--- config.mk ---
export PLATFORM = sky130hd
export DESIGN_NAME = boot_loader
export DESIGN_NICKNAME = d
export VERILOG_FILES = /design/src/rtl/cpu_pkg.sv /design/src/rtl/boot_loader_byte_packer.sv /design/src/rtl/boot_loader.sv
export SDC_FILE = /design/constraint.sdc
export NUM_CORES = 1
export LEC_CHECK = 0
export CORE_UTILIZATION = 51
export CTS_BUF_LIST = sky130_fd_sc_hd__clkbuf_2
export DETAILED_ROUTE_END_ITERATION = 7
export GPL_TIMING_DRIVEN = 1
export HOLD_SLACK_MARGIN = 0.12
export PLACE_DENSITY = 0.84
export SYNTH_ARGS = -nofsm -noshare
export SYNTH_HDL_FRONTEND = slang
export SYNTH_SLANG_ARGS = --single-unit
export TNS_END_PERCENT = 100
--- constraint.sdc ---
create_clock -name clk -period 3.3 [get_ports clk]
set_input_delay 0.99 -clock clk [delete_from_list [all_inputs] [get_ports clk]]
set_output_delay 0.99 -clock clk [all_outputs]
set_load 0.05 [all_outputs]
--- src/rtl/cpu_pkg.sv ---
// Shared constants and FSM encoding for the boot loader slice.
package cpu_pkg;

  localparam int ADDR_WIDTH = 12;
  localparam int WORD_DEPTH = 4096;
  localparam int WORD_WIDTH = 16;
  localparam int BYTE_WIDTH = 8;

  typedef enum logic [1:0] {
    IDLE  = 2'd0,
    LOAD  = 2'd1,
    WRITE = 2'd2,
    RUN   = 2'd3
  } state_t;

endpackage

--- src/rtl/boot_loader_byte_packer.sv ---
// Byte-stream handshake and big-endian pairing of bytes into sram words.
module byte_packer
  import cpu_pkg::*;
(
  input  logic                  clk,
  input  logic                  reset,
  input  logic                  i_en,
  input  logic                  i_clear,
  input  logic [BYTE_WIDTH-1:0] i_byte,
  input  logic                  i_byte_valid,
  output logic                  o_byte_ready,
  output logic [WORD_WIDTH-1:0] o_word,
  output logic                  o_word_ready
);

  logic                  phase_hi_q;
  logic [BYTE_WIDTH-1:0] hi_byte_q;
  logic                  accept;

  assign o_byte_ready = i_en;
  assign accept       = i_en & i_byte_valid;
  // The low byte is taken straight off the bus so the word is complete on the accepting edge.
  assign o_word       = {hi_byte_q, i_byte};
  assign o_word_ready = accept & ~phase_hi_q;

  always_ff @(posedge clk or posedge reset) begin
    if (reset) begin
      phase_hi_q <= 1'b1;
      hi_byte_q  <= '0;
    end else if (i_clear) begin
      phase_hi_q <= 1'b1;
    end else if (accept) begin
      phase_hi_q <= ~phase_hi_q;
      if (phase_hi_q) hi_byte_q <= i_byte;
    end
  end

endmodule

--- src/rtl/boot_loader.sv ---
// Loads a byte stream into sram after reset, then hands the memory bus to the CPU.
module boot_loader
  import cpu_pkg::*;
(
  input  logic                  clk,
  input  logic                  reset,
  input  logic                  i_start,
  input  logic [ADDR_WIDTH-1:0] i_base_addr,
  input  logic [ADDR_WIDTH:0]   i_word_count,
  input  logic [BYTE_WIDTH-1:0] i_byte,
  input  logic                  i_byte_valid,
  output logic                  o_byte_ready,
  input  logic [WORD_WIDTH-1:0] i_cpu_data,
  input  logic [ADDR_WIDTH-1:0] i_cpu_addr,
  input  logic                  i_cpu_we,
  input  logic                  i_cpu_ce,
  output logic [WORD_WIDTH-1:0] o_mem_data,
  output logic [ADDR_WIDTH-1:0] o_mem_addr,
  output logic                  o_mem_we,
  output logic                  o_mem_ce,
  output logic                  o_cpu_reset_n,
  output logic                  o_busy,
  output logic                  o_done,
  output logic                  o_error
);

  localparam logic [ADDR_WIDTH+1:0] DEPTH_EXT = (ADDR_WIDTH+2)'(WORD_DEPTH);
  localparam logic [ADDR_WIDTH:0]   CNT_ONE   = (ADDR_WIDTH+1)'(1);

  state_t                  state_q, state_d;
  logic [ADDR_WIDTH-1:0]   addr_q;
  logic [ADDR_WIDTH:0]     cnt_q;
  logic                    error_q;
  logic                    cpu_rst_n_q;
  logic                    mem_wr_q;
  logic [ADDR_WIDTH-1:0]   mem_addr_q;
  logic [WORD_WIDTH-1:0]   mem_data_q;

  logic [ADDR_WIDTH+1:0]   end_addr;
  logic                    range_err;
  logic                    run;
  logic [WORD_WIDTH-1:0]   word;
  logic                    word_ready;

  byte_packer u_packer (
    .clk          (clk),
    .reset        (reset),
    .i_en         (state_q == LOAD),
    .i_clear      (state_q == IDLE),
    .i_byte       (i_byte),
    .i_byte_valid (i_byte_valid),
    .o_byte_ready (o_byte_ready),
    .o_word       (word),
    .o_word_ready (word_ready)
  );

  // Widened so base+count cannot overflow before the bound is tested.
  assign end_addr  = {2'b00, i_base_addr} + {1'b0, i_word_count};
  assign range_err = end_addr > DEPTH_EXT;

  always_comb begin
    state_d = state_q;
    unique case (state_q)
      IDLE: begin
        if (i_start) begin
          if (i_word_count == '0) state_d = RUN;
          else if (!range_err)    state_d = LOAD;
        end
      end
      LOAD:    if (word_ready) state_d = WRITE;
      WRITE:   state_d = (cnt_q == CNT_ONE) ? RUN : LOAD;
      RUN:     state_d = RUN;
      default: state_d = IDLE;
    endcase
  end

  always_ff @(posedge clk or posedge reset) begin
    if (reset) begin
      state_q     <= IDLE;
      addr_q      <= '0;
      cnt_q       <= '0;
      error_q     <= 1'b0;
      cpu_rst_n_q <= 1'b0;
      mem_wr_q    <= 1'b0;
      mem_addr_q  <= '0;
      mem_data_q  <= '0;
    end else begin
      state_q     <= state_d;
      cpu_rst_n_q <= (state_q == RUN);
      mem_wr_q    <= 1'b0;
      mem_addr_q  <= '0;
      mem_data_q  <= '0;
      unique case (state_q)
        IDLE: begin
          if (i_start) begin
            addr_q  <= i_base_addr;
            cnt_q   <= i_word_count;
            error_q <= range_err;
          end
        end
        LOAD: begin
          // Stage the write so the sram sees registered signals during WRITE.
          if (word_ready) begin
            mem_wr_q   <= 1'b1;
            mem_addr_q <= addr_q;
            mem_data_q <= word;
          end
        end
        WRITE: begin
          cnt_q <= cnt_q - CNT_ONE;
          if (cnt_q != CNT_ONE) addr_q <= addr_q + ADDR_WIDTH'(1);
        end
        default: ;
      endcase
    end
  end

  assign run           = (state_q == RUN);
  assign o_mem_data    = run ? i_cpu_data : mem_data_q;
  assign o_mem_addr    = run ? i_cpu_addr : mem_addr_q;
  assign o_mem_we      = run ? i_cpu_we   : mem_wr_q;
  assign o_mem_ce      = run ? i_cpu_ce   : mem_wr_q;
  assign o_cpu_reset_n = cpu_rst_n_q;
  assign o_busy        = (state_q == LOAD) || (state_q == WRITE);
  assign o_done        = run;
  assign o_error       = error_q;

endmodule

==> results.txt, run 1 <==
- Outcome: completed
* Endpoint arrival time on the critical path: 3.65 ns
- The number of clock buffers added by TritonCTS is 9.
- The worst setup path is captured at a flop.
- H-tree depth: 3
* Post-route setup TNS: 0 ns
* Non-filler cells, final: 664
* Post-synthesis register bit count: 67
- Placement row count: 32
- Counting every net in the synthesized netlist gives 506.
* Period Utilization, post-route: 0.9857
- The via count of the first global-routing pass is 3,858.
- Slack of the critical path: 0.04723 ns
- Critical Path Stages: 11
- Once placement completed, the tool counted placed cells totaling 648.
- Post-detailed-placement half-perimeter wirelength: 8514 microns
* Leading cell type in the layout, fill and taps excluded: sky130_fd_sc_hd__dfrtp_1
- Antenna diodes: 0
* Average size of a mapped cell: 9.629 sq um
- Minimum period implied by the final worst setup slack: 3.253 ns
* Number of library cell types mapped by synthesis: 56
- Power spread over the standard cell area amounts to 812.7 nW/um^2.
- Setup violations remaining at the end of the flow were counted as 0.
* Worst skew pair latency: 0.49 ns
- In the final layout, the share of cells above drive strength 1 is 0.2687.
- Floorplan Core Area: 7687 sq um
- Number of cells on the worst hold path: 1
* Worst vdd rail ir drop: 0.3900 mV
- P&R area growth vs syn: 48.21%
- The count of final hold-check violations is 0.
* Final net count: 645
- Hold-fix buffer count after cts: 0
* Required time of the worst setup path: 3.70 ns
- The analysis attributes to cell leakage a power of 2.681 nW.
- In the final routed layout, each cell accounts on average for 16.43 microns.
* DRT Wirelength: 10,910 microns
- The final count of pins violating max slew was 0.
- Antenna violations before repair: 0
- Counting every instance in the synthesized netlist gives 418.
* Post-synthesis instance area: 4025 sq um
* Area enclosed by the die boundary: 8252 sq um
- On the final layout, the worst clock skew is 0.02511 ns.
- Number of max-cap violations: 0
- CP cell instances: clkdlybuf4s50_1 -> ha_1 -> o21a_1 -> a31o_1 -> a21oi_2 -> or2_2 -> a2111oi_4 -> nand3_2 -> o2111ai_2 -> o31ai_2 -> a32o_1
- Clock-pin transition on the worst setup and hold timing paths: 0.18 ns
- Post-route standard cell area excluding fillers: 5966 sq um
* Grt total ovfl: 0
- Post-CTS timing repair inserted 0 buffers for setup.
* TritonCTS clock tree: yes
* GP Congestion: 0.8944
- Counting flops with a built-in enable in the synthesized netlist gives 0.
- In this run the horizontal extent of the chip is 90.84 microns.
* Buffer and inverter count on the worst path: 1
* Vias post-DR: 3,814
- Entering global routing, the biggest net connects 44 pins.
- 1st-iter DRT viols: 177
- Routed Antenna Nets: 0
- Delay of the slowest cell on the worst path: 0.50 ns
* Hold/Removal Path Class: reg -> reg
- Timing would allow up to 0.3074 GHz.
- The slowest stage of the critical path is the sky130_fd_sc_hd__clkdlybuf4s50_1 cell.
- Broken down by cell family, the worst path's largest delay share belongs to compound AO/OA/AOI/OAI gates.
* GRT Util Overall: 0.2781
* Clock root cell: sky130_fd_sc_hd__clkbuf_2
* Setup slack after placement: -0.6605 ns
- Detailed-route vias per instance: 5.744
- In this run the tightest slew margin relative to its limit is 0.5627.
- The first detailed-routing pass ran for 5 iterations.
- Number of I/O pins: 102
- The most used flip-flop cell after synthesis is sky130_fd_sc_hd__dfrtp_1.
- Counting along the longest clock path gives a buffer depth of 2.
* Wire length of the first global-routing pass: 18,100 microns
* Path type of the worst setup path: in -> reg
* Unrepaired setup endpoints after global routing: false
- Max FO, Critical Path: 4
- Leaving out fill and tap cells, the most frequent cells in the layout are sky130_fd_sc_hd__dfrtp_1, sky130_fd_sc_hd__clkdlybuf4s50_1, sky130_fd_sc_hd__buf_4.
- Startpoint types: input pin
- Measured on the finished design, the core utilization comes to 0.7760.
- The layout has 534 filler cells.
- Number of warnings reported in the yosys synthesis log: 0
- The number of cells on the worst reg-to-reg path is 7.
- Input and output buffers added on the ports amount to 101.
* Starting Density: 0.5236
- Slew @ Worst Pin: 0.6559 ns
- Sequential share of the synthesized area: 0.4168
- Placed cell areas: 5748 sq um
* Clock sink count: 67
- In the synthesized netlist the async set-or-reset flop fraction comes to 1.000.
- In the routed design, unresolved DRC markers number 0.
- The floorplan step set the die height to 90.84 microns.
## flip-flops by register name, summed over array words and instances (netlist names)
name / flops
state_q: 2
cnt_q: 13
o_error: 1
u_packer.phase_hi_q: 1
mem_data_q: 16
o_cpu_reset_n: 1
mem_wr_q: 1
mem_addr_q: 12
u_packer.hi_byte_q: 8
addr_q: 12
## timing repair
item / CTS / global route
hold endpoints to repair: 0 / 0
pin swaps: 1 / 10
setup endpoints to repair: 2 / 2
resized for setup: 5 / 20
## worst register-to-register path, stage by stage (launching register included)
cell and delay, ns:
sky130_fd_sc_hd__dfrtp_1 0.46, sky130_fd_sc_hd__or4_1 0.63, sky130_fd_sc_hd__nor4_1 0.30, sky130_fd_sc_hd__nand3_1 0.16, sky130_fd_sc_hd__and2_1 0.41, sky130_fd_sc_hd__buf_4 0.26, sky130_fd_sc_hd__o22ai_1 0.14, sky130_fd_sc_hd__a21oi_1 0.06
## path summary, 6_finish.rpt
path	start	endpoint	slack, ns
worst min register to register	u_packer.hi_byte_q[4]$_DFFE_PP0P_	mem_data_q[12]$_DFF_PP0_	0.50
worst max-delay path	i_word_count[6]	state_q[1]$_DFFE_PP0P_	0.05
worst min-delay path	u_packer.hi_byte_q[4]$_DFFE_PP0P_	mem_data_q[12]$_DFF_PP0_	0.50
min in group asynchronous	reset	mem_data_q[9]$_DFF_PP0_	0.84
worst max register to register	cnt_q[6]$_DFFE_PP0P_	addr_q[4]$_DFFE_PP0P_	0.76
max in group asynchronous	reset	addr_q[0]$_DFFE_PP0P_	1.84
## final cells by class
cell class | count | area [sq um] | share of cell area
Sequential cell | 67 | 1678 | 0.2813
Timing Repair Buffer | 146 | 1697 | 0.2844
Clock buffer | 10 | 50.05 | 0.008389
Multi-Input combinational cell | 317 | 2297 | 0.3851
Tap cell | 102 | 127.6 | 0.02139
Clock inverter | 6 | 56.30 | 0.009438
Inverter | 16 | 60.06 | 0.01007
## power by group
| group | internal, W | total [W] | switching, W |
|---|---|---|---|
| Sequential | 0.00111 | 0.00137 | 0.000259 |
| Clock | 0.000172 | 0.000462 | 0.000291 |
| Combinational | 0.00139 | 0.00302 | 0.00163 |
| Total | 0.00267 | 0.00485 | 0.00218 |
## routing by layer
metal | global-route usage | wire [microns] | vias to the layer above
li1 | - | - | 1807
met1 | 0.3339 | 4374 | 1803
met2 | 0.4912 | 5490 | 188
met3 | 0.06145 | 851 | 16
met4 | 0.09524 | 194 | 0
met5 | 0 | 0 | -
## synth_stat cells, drive strengths merged (3+ instances only)
cell type  count  share of area
nor4           5         0.0078
nor2          17          0.016
clkbuf        13          0.012
o211ai         3         0.0056
and3           7          0.011
mux2          36           0.10
inv           16          0.015
nand2         18          0.017
nand2b         6         0.0093
o22ai         21          0.033
and2          31          0.048
nor2b          3         0.0047
o21ai         28          0.035
or2            3         0.0047
nor3           9          0.011
a21oi         38          0.048
dfrtp         66           0.41
buf            5         0.0068
nand4          4         0.0062
ha            20          0.062
mux2i          3         0.0075
nand3         30          0.039
## stage by stage
| stage | total power [W] | hold slack [ns] |
|---|---|---|
| 2_1_floorplan | 0.003180 | 0.4474 |
| 3_3_place_gp | 0.004261 | 0.4537 |
| 3_5_place_dp | 0.004374 | 0.4608 |
| 4_1_cts | 0.004847 | 0.4931 |
| 5_1_grt | 0.005154 | 0.5271 |
| 6_report | 0.004848 | 0.4962 |
## logic make-up after synthesis
| logic type | share of synthesized area |
|---|---|
| mux | 0.1082 |
| flops | 0.4168 |
| buf+inv | 0.03388 |
| xor+xnor | 0.008705 |
| compound gates | 0.1781 |
| simple gates | 0.1871 |
| fa+ha+maj | 0.06714 |
(Power assumes the default switching activity.)
==> run 2, diff against run 1 <==
--- a/config.mk
+++ b/config.mk
@@ -9,7 +9,7 @@
 export CTS_BUF_LIST = sky130_fd_sc_hd__clkbuf_2
 export DETAILED_ROUTE_END_ITERATION = 7
 export GPL_TIMING_DRIVEN = 1
-export HOLD_SLACK_MARGIN = 0.12
+export HOLD_SLACK_MARGIN = 0.05
 export PLACE_DENSITY = 0.84
 export SYNTH_ARGS = -nofsm -noshare
 export SYNTH_HDL_FRONTEND = slang
==> results of run 2 <==
The final DEF is identical to that of run 1; final timing and power are the same.
==> run 3, diff against run 2 <==
--- a/config.mk
+++ b/config.mk
@@ -5,12 +5,12 @@
 export SDC_FILE = /design/constraint.sdc
 export NUM_CORES = 1
 export LEC_CHECK = 0
-export CORE_UTILIZATION = 51
+export CORE_UTILIZATION = 55
 export CTS_BUF_LIST = sky130_fd_sc_hd__clkbuf_2
 export DETAILED_ROUTE_END_ITERATION = 7
 export GPL_TIMING_DRIVEN = 1
 export HOLD_SLACK_MARGIN = 0.05
-export PLACE_DENSITY = 0.84
+export PLACE_DENSITY = 0.89
 export SYNTH_ARGS = -nofsm -noshare
 export SYNTH_HDL_FRONTEND = slang
 export SYNTH_SLANG_ARGS = --single-unit
==> constraint.sdc (replaced) <==
create_clock -name clk -period 4 [get_ports clk]
set_input_delay 1.2 -clock clk [delete_from_list [all_inputs] [get_ports clk]]
set_output_delay 1.2 -clock clk [all_outputs]
set_load 0.05 [all_outputs]
==> run 3 against run 2 <==
Via count decreased by 3.5%. Cell count is 3.3% lower. Clock skew shrank 0.0074 ns. Register-to-register slack improved by 0.77 ns. Highest routed layer unchanged.
==> results.txt, run 3 (synthesized netlist as in run 1, its figures left out) <==
* Most crowded layer after global routing: met2
- Fraction of final layout cells with drive strength greater than 1: 0.2234 (-0.04524)
* Area enclosed by the die boundary: 7664 sq um (-7.1%)
- Pins Over Slew Limit: 0 (unchanged)
- The logic gate share of total power is 0.575 (-0.047).
* H-tree depth: 3 (unchanged)
* Non-filler cells, final: 642 (-3.3%)
- The DRC violation total after the first TritonRoute iteration was 234 (+32%).
- The initial core utilization is 0.5796 (+0.05604).
- For hold timing, the worst endpoint is mem_data_q[10]$_DFF_PP0_.
- The maximum buffer depth of the clock tree was 2 (unchanged).
* Outcome: completed
* Post-detailed-placement half-perimeter wirelength: 7938 microns (-6.8%)
- The sequential power share was 0.315 (+0.032).
* Path type of the worst setup path: in -> reg
- Library cell contributing the largest single delay on the critical path: sky130_fd_sc_hd__clkdlybuf4s50_1
- The number of detailed-routing iterations run before antenna repair was 5 (unchanged).
- Number of endpoints failing setup at the final stage: 0 (unchanged)
- F_max: 0.2690 GHz
- The remaining design rule violation count came to 0 (unchanged).
* Design internal power: 0.001863 W (-30%)
- The number of sinks driven by the clock tree is 67 (unchanged).
- The core region area is 6944 sq um (-9.7%).
- Worst skew pair latency: 0.50 ns (about the same)
- The depth of the worst hold-timing path is 1 (unchanged).
- Switching power as a share of total power: 0.4793 (+0.03011)
- The critical path's largest stage delay came to 0.52 ns (+0.02 ns).
* DRT Wirelength: 10,350 microns (-5.2%)
- In the finished design, the share of the clock period the worst path needs comes to 0.9295.
- The highest fanout seen on the critical path was 3 (-1).
- The total number of vias was 3,680 (-3.5%).
- The total power divided by cell area was 670.5 nW/um^2 (-18%).
* Leading cell type in the layout, fill and taps excluded: sky130_fd_sc_hd__clkdlybuf4s50_1
- Reported leakage power: 2.389 nW (-11%)
- The flip-flop count of the largest register after layout is 16 (unchanged).
- The length in cells of the worst reg-to-reg path came to 7 (unchanged).
* CP cell instances: clkdlybuf4s50_1 -> ha_1 -> inv_1 -> fa_1 -> nand2b_1 -> a21oi_1 -> o2bb2ai_2 -> a211oi_1 -> o211ai_1 -> nand4_1 -> o2111ai_2 -> o31ai_1 -> mux2i_1
- Final net count: 629 (-2.5%)
* Reg-to-reg setup timing slack: 1.53 ns (+0.77 ns)
- The final global-route overflow total came to 0 (unchanged).
- The met3 track demand over resource is 0.06315 (+0.001700).
- The global-route met2 utilization is 0.5107 (+0.01949).
- The fraction of met1 tracks used by global routing was 0.3458 (+0.01192).
* WL/cell: 16.12 microns (-1.9%)
- P&R area growth vs syn: 32.58%
* Number of I/O pins: 102 (unchanged)
- Count of input and output buffers: 101 (unchanged)
- The required time of the critical path was 4.45 ns (+0.75 ns).
* Worst R2R End: addr_q[5]$_DFFE_PP0P_
- Pin count of the biggest net entering global routing: 34 (-23%)
- The tree is rooted in a sky130_fd_sc_hd__clkbuf_2.
* Highest-count cells in the layout ignoring fill and taps: sky130_fd_sc_hd__clkdlybuf4s50_1, sky130_fd_sc_hd__dfrtp_1, sky130_fd_sc_hd__buf_4
* Number of max-cap violations: 0 (unchanged)
- The clock transition at the registers of the reported paths was 0.20 ns (+0.02 ns).
- Antenna violations before repair: 0 (unchanged)
- The worst path arrival time came to 4.17 ns (+0.52 ns).
* Fin Clk Skew: 0.01771 ns (-0.007400 ns)
* Worst vdd rail ir drop: 0.3588 mV (-8.0%)
- The count of final hold-check violations came to 0 (unchanged).
* Buffer and inverter count on the worst path: 2 (+1)
* Count of cells resized by post-cts repair: 0 (-5)
- The die extent in y is 87.55 microns (-3.6%).
- Net Switching: 0.001715 W (-21%)
- Placement row count: 30 (-6.3%)
* Number of buffers inserted during clock tree synthesis: 9 (unchanged)
- Register with the most flip-flops: mem_data_q
* Via count of the first global-routing pass: 3,508 (-9.1%)
* Startpoint of the most critical hold path: u_packer.hi_byte_q[2]$_DFFE_PP0P_
- Hold-fix buffer count after cts: 0 (unchanged)
- Wire length of the first global-routing pass: 16,500 microns (-8.8%)
* GRT Util Overall: 0.2835 (+0.005341)
- Worst R2R Start: cnt_q[6]$_DFFE_PP0P_
- The smallest clock period supported by the final layout is computed as 3.718 ns.
- The post-CTS setup repair buffer count was 0 (unchanged).
- Grouping stages by cell kind, the critical path spends the most delay in compound AO/OA/AOI/OAI gates.
- The number of antenna repair diodes came to 0 (unchanged).
* Detailed-route vias per instance: 5.732 (-0.21%)
* Proportion of power drawn by the clock network: 0.110 (+0.015)
- Kind of capture point of the worst setup path: flop
- The measured slew at the worst slew-check pin was 0.8062 ns (+0.1502 ns).
* Routed Antenna Nets: 0 (unchanged)
- The path class of the tightest hold or removal check is reg -> reg.
- The weighted congestion reported at the end of routability-driven placement came to 0.9424 (+5.4%).
- Relative max-transition margin: 0.4626 (-0.1002)
* Unrepaired setup endpoints after global routing: false
* Post-route setup TNS: 0 ns (unchanged)
- Startpoint types: input pin
* TritonCTS clock tree: yes
- The largest registers in the layout are mem_data_q x16, cnt_q x13.
- The number of cells after detailed placement came to 626 (-3.4%).
- The chip width came to 87.55 microns (-3.6%).
run 3: cell types whose count changed in the layout (fill, tap and decap cells not counted), sizes merged:
cell	change
buf	-17
clkdlybuf4s50	+11
clkinv	+1
dlymetal6s2s	-10
clkbuf	-1
run 3: layout make-up:
cell class / count / area [sq um]
Fill cell: 480 / 1608
Multi-Input combinational cell: 317 / 2211
Sequential cell: 67 / 1678
Tap cell: 96 / 120.1
Clock buffer: 9 / 45.04
Timing Repair Buffer: 130 / 1154
Clock inverter: 7 / 68.82
Inverter: 16 / 60.06
run 3: how the worst max path moves through the flow:
| stage | cells after the start | from | end | slack (ns) |
|---|---|---|---|---|
| 2_1_floorplan | 11 | i_base_addr[4] | state_q[1]$_DFFE_PP0P_ | 0.50 |
| 3_3_place_gp | 11 | i_base_addr[4] | state_q[1]$_DFFE_PP0P_ | -0.06 |
| 3_5_place_dp | 13 | i_word_count[0] | state_q[0]$_DFFE_PP0P_ | -0.21 |
| 4_1_cts | 13 | i_word_count[0] | state_q[0]$_DFFE_PP0P_ | 0.34 |
| 5_1_grt | 11 | i_word_count[4] | state_q[1]$_DFFE_PP0P_ | 0.16 |
| 6_report | 13 | i_word_count[0] | state_q[0]$_DFFE_PP0P_ | 0.28 |
run 3: routing by layer:
metal  vias to the layer above  part of all wire
met5                         -                 0
met4                         0             0.015
met3                        15             0.082
met2                       160              0.50
met1                      1731              0.40
li1                       1774                 -
run 3: per-stage QoR:
step	util	worst slack (ns)	instance area, sq um	hold slack (ns)	power (W)
global placement	0.7521	-0.05956	5223	0.4548	0.003106
CTS	0.7685	0.3429	5336	0.5122	0.003581
finish	0.7685	0.2821	5336	0.5059	0.003578
floorplan	-	0.5027	4025	0.4474	0.002623
detailed placement	0.7521	-0.2073	5223	0.4703	0.003184
global route	0.7685	0.1641	5336	0.5333	0.003817
run 3: power by group through the flow:
stage,Combinational (W),Clock (W),Sequential (W)
after floorplan,0.00151,0,0.00111
after global placement,0.00199,0,0.00112
after detailed placement,0.00205,0,0.00114
after CTS,0.00206,0.000398,0.00112
after global routing,0.00222,0.000436,0.00116
final,0.00206,0.000394,0.00113
run 3: worst register-to-register path, stage by stage, from the launching register on:
cell,delay [ns]
sky130_fd_sc_hd__dfrtp_1,0.46
sky130_fd_sc_hd__or4_1,0.62
sky130_fd_sc_hd__nor4_1,0.29
sky130_fd_sc_hd__nand3_1,0.13
sky130_fd_sc_hd__and2_1,0.44
sky130_fd_sc_hd__a21oi_1,0.27
sky130_fd_sc_hd__a21oi_1,0.06
sky130_fd_sc_hd__a21oi_1,0.14
==> patch: new RTL, settings of run 1 <==
Put one more register stage on the output `o_error`, without a reset. The value now appears one clock later. The other outputs are not delayed to match.
--- a/src/rtl/boot_loader.sv
+++ b/src/rtl/boot_loader.sv
@@ -125,3 +125,5 @@
   assign o_done        = run;
-  assign o_error       = error_q;
+  always_ff @(posedge clk) begin
+    o_error <= error_q;
+  end
 
Check against the original RTL: not equivalent (a bounded check fails within 4 cycles, from zero or initial values and one cycle with reset high).
==> patch against run 1 <==
The run now ends with DRC left; wire length rose by 6.8%; area after synthesis rose by 0.50%; design area rose by 2.2%; global-route usage rose by 1.8 points; synthesized cell count rose by 0.24%; sequential cell count rose by 1; final cell count rose by 0.45%; setup slack improved by 0.041 ns; total power rose by 6.2%; critical endpoint unchanged; largest power group unchanged.
==> patch: results (changes against run 1) <==
logic_synthesis:
  synth_cell_types: 57  # +1.8%
  seq_area_frac_synth_pct: 42.0  # +0.29 points
  synth_top_cells_by_area: "dfrtp_1 (41%), mux2_2 (10%), ha_1 (6.2%)"
  synthArstFlopShare_pct: 98.5  # -1.5 points
status:
  status: "finished, violations left"
  violations: "DRC"
sta:
  worst_pin_slew_ns: 0.685  # +0.0290 ns
placement:
  gp_congestion: 0.932  # +4.2%
  dp_slack_ns: -0.706  # -0.0460 ns
  place_area_um2: 5770  # +0.35%
  dp.final_hpwl_um: 8710  # +2.3%
cells_and_area:
  layout.nets: 648  # +0.47%
  drive_gt1_share_pct: 27.3  # +0.39 points
  fillers: 497  # -6.9%
power:
  pwr-share-clk_pct: 14.3  # +4.8 points
  comb_power_share_pct: 58.7  # -3.5 points
  max-vdd-ir-drop_uv: 394  # +1.0%
  power.internal_mw: 2.92  # +9.5%
route:
  wl_per_cell_um: 17.5  # +6.4%
  drcViolationCount: 1  # +1
  dr_total_vias: 3804  # -0.26%
clocking:
  clkLatencyLatePin_ns: 0.53  # +0.04 ns
critical_path:
  crit_required_ns: 3.73  # +0.03 ns
grt:
  grt_max_degree: 68  # +55%
  grt_usage_pct: 29.6  # +1.8 points
[patch: changes by cell type in the layout (fill, tap and decap cells not counted), moves of 2 or more]
cell and change:
ha_1 -3, inv_6 +2, ha_4 +3, bufinv_16 +3, clkinv_2 -3, buf_4 +2
[patch: cells by family after synthesis]
family | after synthesis | synth area share (%)
compound gates | 113 | 17.7
fa+ha+maj | 21 | 6.68
flops | 68 | 42.0
simple gates | 140 | 18.6
mux | 39 | 10.8
buf+inv | 34 | 3.37
xor+xnor | 4 | 0.866
[patch: final timing paths]
check	startpoint	endpoint	slack (ns)	depth (start not counted)
max	i_word_count[2]	state_q[1]$_DFFE_PP0P_	0.09	12
min	error_q$_DFFE_PP0P_	o_error$_DFF_P_	0.40	0
max reg2reg	cnt_q[6]$_DFFE_PP0P_	addr_q[10]$_DFFE_PP0P_	0.91	8
min reg2reg	error_q$_DFFE_PP0P_	o_error$_DFF_P_	0.40	0
max in group asynchronous	reset	u_packer.phase_hi_q$_DFFE_PP1P_	2.17	3
min in group asynchronous	reset	addr_q[8]$_DFFE_PP0P_	0.83	3
[patch: per-layer routing]
layer / part of all wire, % / GRT usage (%) / wire length (um)
met5: 0 / 0 / 0
met4: 2.1 / 7.80 / 246
met3: 6.3 / 6.11 / 738
met2: 51 / 53.4 / 5910
met1: 41 / 35.8 / 4760
[patch: cell type report]
class	instances	area (um^2)	share of cell area, %
clock inverter	7	145	2.38
timing repair buffer	148	1710	28.0
sequential	68	1700	27.8
inverter	16	60.1	0.985
clock buffer	9	45.0	0.738
tap	102	128	2.09
multi-input combinational	317	2310	37.9
[patch: repair_timing]
| action | 4_1_cts | 5_1_grt |
|---|---|---|
| endpoints found under the hold margin | 0 | 0 |
| setup endpoints to repair | 2 | 3 |
| pin swaps | 1 | 9 |
| setup buffers | 0 | 2 |
| resized for setup | 4 | 20 |
